### config.mk
export PLATFORM = sky130hd
export DESIGN_NAME = mem_port_arbiter
export DESIGN_NICKNAME = d
export VERILOG_FILES = /design/src/rtl/mem_port_arbiter.sv
export SDC_FILE = /design/constraint.sdc
export NUM_CORES = 1
export LEC_CHECK = 0
export BUFFER_PORTS_ARGS = -buffer_cell sky130_fd_sc_hd__buf_2
export CELL_PAD_IN_SITES_DETAIL_PLACEMENT = 1
export CELL_PAD_IN_SITES_GLOBAL_PLACEMENT = 1
export CORE_ASPECT_RATIO = 0.9
export CORE_MARGIN = 8
export CORE_UTILIZATION = 28
export DETAILED_ROUTE_END_ITERATION = 8
export PLACE_DENSITY = 0.75
export SYNTH_ARGS = -nofsm -noshare
export SYNTH_HDL_FRONTEND = slang
export SYNTH_SLANG_ARGS = --single-unit
### constraint.sdc
create_clock -name clk -period 1.4 [get_ports clk]
set_input_delay 0.28 -clock clk [delete_from_list [all_inputs] [get_ports clk]]
set_output_delay 0.28 -clock clk [all_outputs]
set_load 0.005 [all_outputs]
### src/rtl/mem_port_arbiter.sv
// Arbiter sharing one single-port 64-bit memory between fetch (read-only) and load/store.
// Build option ARB_RR_EN: round-robin tie break instead of fixed load/store priority.
module mem_port_arbiter #(
  parameter int AW      = 16,
  parameter int MEM_LAT = 1
) (
  input  logic          clk,
  input  logic          rst,
  input  logic          if_req_valid,
  output logic          if_req_ready,
  input  logic [AW-1:0] if_addr,
  output logic          if_rsp_valid,
  output logic [63:0]   if_rdata,
  input  logic          dm_req_valid,
  output logic          dm_req_ready,
  input  logic [AW-1:0] dm_addr,
  input  logic          dm_we,
  input  logic [7:0]    dm_wstrb,
  input  logic [63:0]   dm_wdata,
  output logic          dm_rsp_valid,
  output logic [63:0]   dm_rdata,
  output logic          mem_cs,
  output logic          mem_we,
  output logic [AW-4:0] mem_addr,
  output logic [7:0]    mem_wstrb,
  output logic [63:0]   mem_wdata,
  input  logic [63:0]   mem_rdata,
  output logic [1:0]    dbg_state
);

  typedef enum logic [1:0] {
    IDLE = 2'd0,
    WAIT = 2'd1,
    RESP = 2'd2
  } state_t;

  localparam int CW = (MEM_LAT > 1) ? $clog2(MEM_LAT) : 1;

  state_t        state;
  logic [CW-1:0] cnt;
  logic          last_dm;
  logic          gnt_dm;
  logic          gnt_we;
  logic          pick_dm;
  logic          accept;
  logic          unused;

  // Handshake: a request is taken on any rising edge where valid and ready are both
  // high; the requester must keep valid and payload stable until that edge.
  always_comb begin
    pick_dm = dm_req_valid;
`ifdef ARB_RR_EN
    if (dm_req_valid && if_req_valid) pick_dm = !last_dm;
`endif
  end

  // Gating with rst keeps every output quiet while reset is held.
  assign accept       = rst && (state == IDLE) && (if_req_valid || dm_req_valid);
  assign dm_req_ready = accept && pick_dm;
  assign if_req_ready = accept && !pick_dm;

  assign mem_cs    = accept;
  assign mem_we    = dm_req_ready && dm_we;
  assign mem_addr  = dm_req_ready ? dm_addr[AW-1:3] :
                     (if_req_ready ? if_addr[AW-1:3] : '0);
  assign mem_wstrb = dm_req_ready ? dm_wstrb : '0;
  assign mem_wdata = dm_req_ready ? dm_wdata : '0;

  assign dbg_state = state;
  assign unused    = ^{if_addr[2:0], dm_addr[2:0], last_dm};

  always_ff @(posedge clk or negedge rst) begin
    if (!rst) begin
      state        <= IDLE;
      cnt          <= '0;
      last_dm      <= 1'b0;
      gnt_dm       <= 1'b0;
      gnt_we       <= 1'b0;
      if_rsp_valid <= 1'b0;
      dm_rsp_valid <= 1'b0;
      if_rdata     <= '0;
      dm_rdata     <= '0;
    end else begin
      if_rsp_valid <= 1'b0;
      dm_rsp_valid <= 1'b0;
      case (state)
        IDLE: begin
          if (accept) begin
            gnt_dm  <= pick_dm;
            gnt_we  <= pick_dm && dm_we;
            last_dm <= pick_dm;
            cnt     <= '0;
            state   <= WAIT;
          end
        end
        WAIT: begin
          // Final wait cycle is the one where mem_rdata is valid.
          if (cnt == CW'(MEM_LAT - 1)) begin
            if (gnt_dm) begin
              dm_rdata     <= gnt_we ? '0 : mem_rdata;
              dm_rsp_valid <= 1'b1;
            end else begin
              if_rdata     <= mem_rdata;
              if_rsp_valid <= 1'b1;
            end
            state <= RESP;
          end else begin
            cnt <= cnt + 1'b1;
          end
        end
        RESP:    state <= IDLE;
        default: state <= IDLE;
      endcase
    end
  end

endmodule
==> impl_metrics.toml, run 1 <==
[outcome]
run_status = "finished with violations"
violations = "hold timing, setup timing"

[power]
switching_power_uw = 6030
peakVddDrop_mv = 0.781
p_int_uw = 12700
p_leak_uw = 0.00575
power_uw = 18800
power_density_nw_per_um2 = 1810
sw_frac_of_total_pct = 32.1
seqPwrFrac_pct = 36.3
p_clk_share_pct = 26.3
comb_power_share_pct = 37.4

[floorplanning]
die-area_um2 = 27200
die_h_um = 157
dieWidth_um = 173
rows = 51
core_area_um2 = 21700
ios = 394
initial_utilization_pct = 28.6

[finish]
fin_cells = 1278
final_common_cell = "buf_2"
nets = 1145
n_fill_cell = 2481
drive_gt1_share_pct = 61.6
synthToLayoutAreaGrowth_pct = 67.7
layout_common_cells = "buf_2, dfrtp_1, and3_1, nand2b_1"

[global_route]
grt.overflow.total = 0
grt_pass1_vias = 6714
grtUsageTotal_pct = 20.1
grt_max_degree = 88
grt_pass1_wl_um = 42100
antenna_found_initial = 4

[worst_setup_path]
r2r_cells = 8
crit_path_end_kind = "output pin"
cp_max_fo = 23
cp.arrival_ps = 1770
timing.rr.start = "dbg_state[1]"
reg2reg_slack_ps = -380
reg2reg_to = "if_rdata[2]"
cp_top_family = "buffers and inverters"
criticalPathCategory = "reg -> out"
cp_slowest_cell = "dfrtp_1"
worstPathRequired_ps = 1120
start_kind = "flop"
max_stage_delay_ps = 420
path_buf_inv = 3
crit_path_cell_trace = "nor3b_4, buf_6, buf_12, and3_1, buf_2"

[route]
viasPerCell = 4.65
drt_iter0_drc = 263
ant_nets = 0
routed_wl_um = 28200
num_vias = 5945
drcViolationCount = 0
wire_per_inst_um = 22.1
dr.pass1.iters = 4

[sta]
fmax_mhz = 488
rsz0062_at_grt = "true"
worst_pin_slew_ps = 639
layout_min_cycle_time_ps = 2050
setup_violations = 223
tns_ps = -88510
maxSlewViolCount = 0
timing.final.ws_setup_ps = -650
whs_ps = -6.83
hold_viol_final = 2
relSlewSlack_pct = 57.4
min_period_over_period_pct = 146
fin_skew_ps = 8.00

[synthesis]
ys_ff_latch = 134
syn_area_um2 = 6200
postSynthAreaPerCell_um2 = 11.6
ys_warn_count = 0
netlist_instances = 536
synth-seq-area-share_pct = 54.1
synth_cell_types = 20
synth_nets = 709

[clocking]
cts_buffer_depth = 2
h-tree-depth = 4
cts_sinks = 134
path_clk_slew_ps = 60
cts_tree = "done"
clk_latency_ps = 420
cts_root_buf = "clkbuf_16"
cts_buffers = 17

[placed_design]
place.gp.congestion = 0.850
dpl.hpwl_um = 18900
post-place-ws_ps = -283
port_buffers = 387
placed_cells = 1198

[worst_hold_path]
min_path_type = "in -> async"

[run]
maxCapViolCount = 0
==> worst reg2reg max path: stages, from the launching register on <==
cell and delay, ps:
dfrtp_2 430, buf_6 130, nor2b_4 100, nor2b_4 200, buf_12 130, buf_12 130, buf_12 120, buf_16 130
mux2_4 300
==> per-stage QoR <==
step	util, %	instance area, um2	hold slack, ps
after detailed placement	39.5	8580	465
after global placement	39.5	8580	457
after CTS	47.0	10200	40.2
after floorplan	-	6230	-15.6
final	47.9	10400	-6.83
after global routing	47.9	10400	67.7
==> worst max-delay path by stage <==
stage,slack [ps],to,cells after the start,from
finish,-650,mem_wdata[60],5,dbg_state[0]
global route,-740,mem_wdata[60],5,dbg_state[0]
CTS,-670,mem_wdata[57],5,dbg_state[1]
detailed placement,-280,mem_wdata[60],5,dbg_state[1]
global placement,-250,mem_wdata[60],5,dbg_state[0]
floorplan,-80,mem_addr[10],5,dbg_state[1]
==> state kept, by name, summed over array words and instances, names as in the netlist <==
signal / cells
if_rsp_valid: 1
dm_rsp_valid: 1
gnt_we: 1
if_rdata: 64
dbg_state: 2
gnt_dm: 1
dm_rdata: 64
==> cells by family (layout without fill, tap and decap cells) <==
logic type	Yosys count	count (layout)	synth area share, %
and+or+nand+nor	207	208	18.7
DFF	134	134	54.1
AOI/OAI and AO/OA	80	80	7.33
muxes	64	64	14.6
buffers and inverters	51	498	5.27
other	0	3	0
==> layer usage <==
metal	global-route usage, %	wire length, um
met1	22.7	11000
met3	6.51	2040
met2	35.0	14400
met4	8.08	731
met5	0	22
==> cell usage after synthesis <==
library cell | count | area, um2
buf_4 | 5 | 37.5
dfrtp_1 | 134 | 3350
and3_1 | 73 | 457
mux2_4 | 49 | 736
and2_1 | 1 | 6.26
nor3b_2 | 1 | 12.5
nand2b_1 | 64 | 400
a21o_1 | 2 | 15.0
buf_12 | 6 | 120
a22o_1 | 13 | 114
nand2_1 | 64 | 240
o21ai_0 | 65 | 325
buf_6 | 1 | 11.3
buf_2 | 9 | 45.0
clkbuf_1 | 27 | 101
and3b_1 | 1 | 8.76
inv_1 | 3 | 11.3
nand3b_1 | 1 | 7.51
mux2_2 | 15 | 169
nor2b_4 | 2 | 27.5
==> power groups by stage <==
stage	clock (uW)	sequential [uW]	combinational, uW
floorplan	0	6870	2490
global placement	0	6650	5870
detailed placement	0	6770	6050
CTS	5050	6740	6920
global route	5200	7050	7670
finish	4940	6810	7030
==> timing repair <==
item / 4_1_cts / 5_1_grt
resized for setup: 103 / 45
cloned: 21 / 0
pin swaps: 12 / 1
setup endpoints to repair: 222 / 224
buffers inserted: 22 / 4
hold buffers: 0 / 0
==> final cells by class <==
cell class	instances	area (um2)	area share [%]
clock inverters	12	186	1.79
inverters	3	11.3	0.108
clock buffers	19	453	4.36
diodes	3	7.51	0.0722
well taps	291	364	3.50
repair buffers	464	3310	31.9
multi-input cells	352	2700	26.0
flip-flops and latches	134	3360	32.3
(Power assumes the default switching activity.)
==> run 2: changes to the inputs <==
--- a/config.mk
+++ b/config.mk
@@ -9,7 +9,7 @@
 export CELL_PAD_IN_SITES_DETAIL_PLACEMENT = 1
 export CELL_PAD_IN_SITES_GLOBAL_PLACEMENT = 1
 export CORE_ASPECT_RATIO = 0.9
-export CORE_MARGIN = 8
+export CORE_MARGIN = 10
 export CORE_UTILIZATION = 28
 export DETAILED_ROUTE_END_ITERATION = 8
 export PLACE_DENSITY = 0.75
==> run 2 against run 1 <==
The flow finishes with violations (setup timing). Global-route usage down 1.5 points. Wire length down 0.67%. Total power is 2.4% lower. First-iteration DRC count shrank 13%. Clock power shrank 0.8%. Non-clock buffer count decreased by 18. Via count is 3.0% lower. Critical endpoint is now mem_wdata[13]. Highest routed layer unchanged.
==> impl_metrics.toml, run 2 (synthesis gave the netlist of run 1 again) <==
[worst_setup_path]
cp.arrival_ps = 1750
cp_common_cell = "buf_6"
worstPathRequired_ps = 1120
crit_path_cell_trace = "nor3b_4, buf_6, buf_12, buf_16, and3_4, buf_6"
cp_slowest_cell = "dfrtp_2"
reg2reg_to = "if_rdata[48]"
cp_top_family = "buffers and inverters"
timing.rr.start = "dbg_state[1]"
max_stage_delay_ps = 430
path_buf_inv = 4
criticalPathCategory = "reg -> out"
crit_path_end_kind = "output pin"
r2r_cells = 7
start_kind = "flop"
reg2reg_slack_ps = -390
cp_max_fo = 12

[floorplanning]
dieWidth_um = 177
rows = 51
ios = 394
core_area_um2 = 21700
initial_utilization_pct = 28.6
die-area_um2 = 28500
die_h_um = 161

[finish]
drive_gt1_share_pct = 58.0
n_fill_cell = 2496
final_common_cell = "buf_2"
nets = 1126
post-route-util_pct = 46.0
layout_common_cells = "buf_2, dfrtp_1, and3_1, nand2b_1, nand2_1"
synthToLayoutAreaGrowth_pct = 61.0

[placed_design]
place.gp.congestion = 0.806
dpl.hpwl_um = 19800
port_buffers = 387

[global_route]
grt.overflow.total = 0
grt_pass1_vias = 6348
antenna_found_initial = 3
grt_max_degree = 95
grt_pass1_wl_um = 40500
grtUsageTotal_pct = 18.6

[route]
ant_nets = 0
drcViolationCount = 0
num_vias = 5767
routed-wl-met3_um = 2020
viasPerCell = 4.58
drt_iter0_drc = 230
wire_per_inst_um = 22.3
drt-met1-wl_um = 10800
routed.top_layer = "met5"
routed_wl_um = 28000
wl_met2_um = 14800
dr.pass1.iters = 6

[clocking]
cts_buffer_depth = 2
path_clk_slew_ps = 60
h-tree-depth = 4
cts_tree = "done"
cts_root_buf = "clkbuf_16"
hold_buffers = 0
cts_buffers = 17
clk_latency_ps = 420
cts_sinks = 134

[run]
maxCapViolCount = 0

[sta]
worst_pin_slew_ps = 548
hold_viol_final = 0
maxSlewViolCount = 0
setup_violations = 221
fmax_mhz = 492
relSlewSlack_pct = 63.5
tns_ps = -81440
timing.final.ws_setup_ps = -633
min_period_over_period_pct = 145
fin_skew_ps = 8.00
rsz0062_at_grt = "true"
layout_min_cycle_time_ps = 2030

[power]
p_leak_uw = 0.00555
power_density_nw_per_um2 = 1840
peakVddDrop_mv = 0.737

[worst_hold_path]
min_path_type = "in -> async"

[outcome]
run_status = "finished with violations"
violations = "setup timing"
[run 2: cell count changes in the layout (fill, tap and decap cells not counted), sizes merged]
| cell | previous run | this run |
|---|---|---|
| buf | 463 | 439 |
| clkbuf | 19 | 25 |
| clkinvlp | 0 | 2 |
| diode | 3 | 1 |
| inv | 9 | 7 |
| and2 | 2 | 1 |
| clkinv | 2 | 3 |
[run 2: final cells by class]
type	count	area, um2	area share [%]
flip-flops and latches	134	3360	33.6
multi-input cells	351	2600	26.0
repair buffers	446	3010	30.1
inverters	3	11.3	0.113
clock inverters	13	195	1.96
well taps	291	364	3.65
clock buffers	19	443	4.44
diodes	1	2.50	0.0251
[run 2: worst max path at each step]
| stage | start | end | slack, ps | cells past startpoint |
|---|---|---|---|---|
| detailed placement | dbg_state[0] | mem_we | -240 | 5 |
| floorplan | dbg_state[1] | mem_addr[10] | -80 | 5 |
| global route | dbg_state[1] | mem_wdata[32] | -720 | 6 |
| CTS | dbg_state[1] | mem_wdata[7] | -670 | 6 |
| finish | dbg_state[1] | mem_wdata[13] | -630 | 6 |
| global placement | dbg_state[1] | mem_wstrb[3] | -220 | 5 |
[run 2: metrics by stage]
stage          hold WS [ps]  total power, uW  area (um2)  setup WS [ps]  instances
2_1_floorplan         -15.6             9360        6230          -82.2        536
3_3_place_gp            458            12600        8530           -218       1193
3_5_place_dp            466            12800        8530           -240       1193
4_1_cts                79.8            18300        9670           -673       1245
5_1_grt                85.5            19500        9980           -724       1257
6_report               61.2            18300        9980           -633       1258
[run 2: power by group]
group / switching (uW) / internal (uW) / leakage [uW]
Combinational: 2980 / 3700 / 0.00361
Sequential: 1040 / 5720 / 0.00163
Clock: 1830 / 3060 / 0.000306
Total: 5850 / 12500 / 0.00555
[run 2: what timing repair did]
item	4_1_cts	5_1_grt
cloned	12	7
endpoints found under the setup margin	219	222
pin swaps	2	2
setup buffers	8	7
resized for setup	48	61
[run 2: layer usage]
layer	up-vias	track usage [%]
met5	-	0
met4	4	5.88
met3	25	5.99
met2	231	33.1
met1	2838	20.4
li1	2669	-
[run 2: worst min-delay path, delay by kind of cell]
kind	cells	cell delay [ps]
buf+inv	3	630
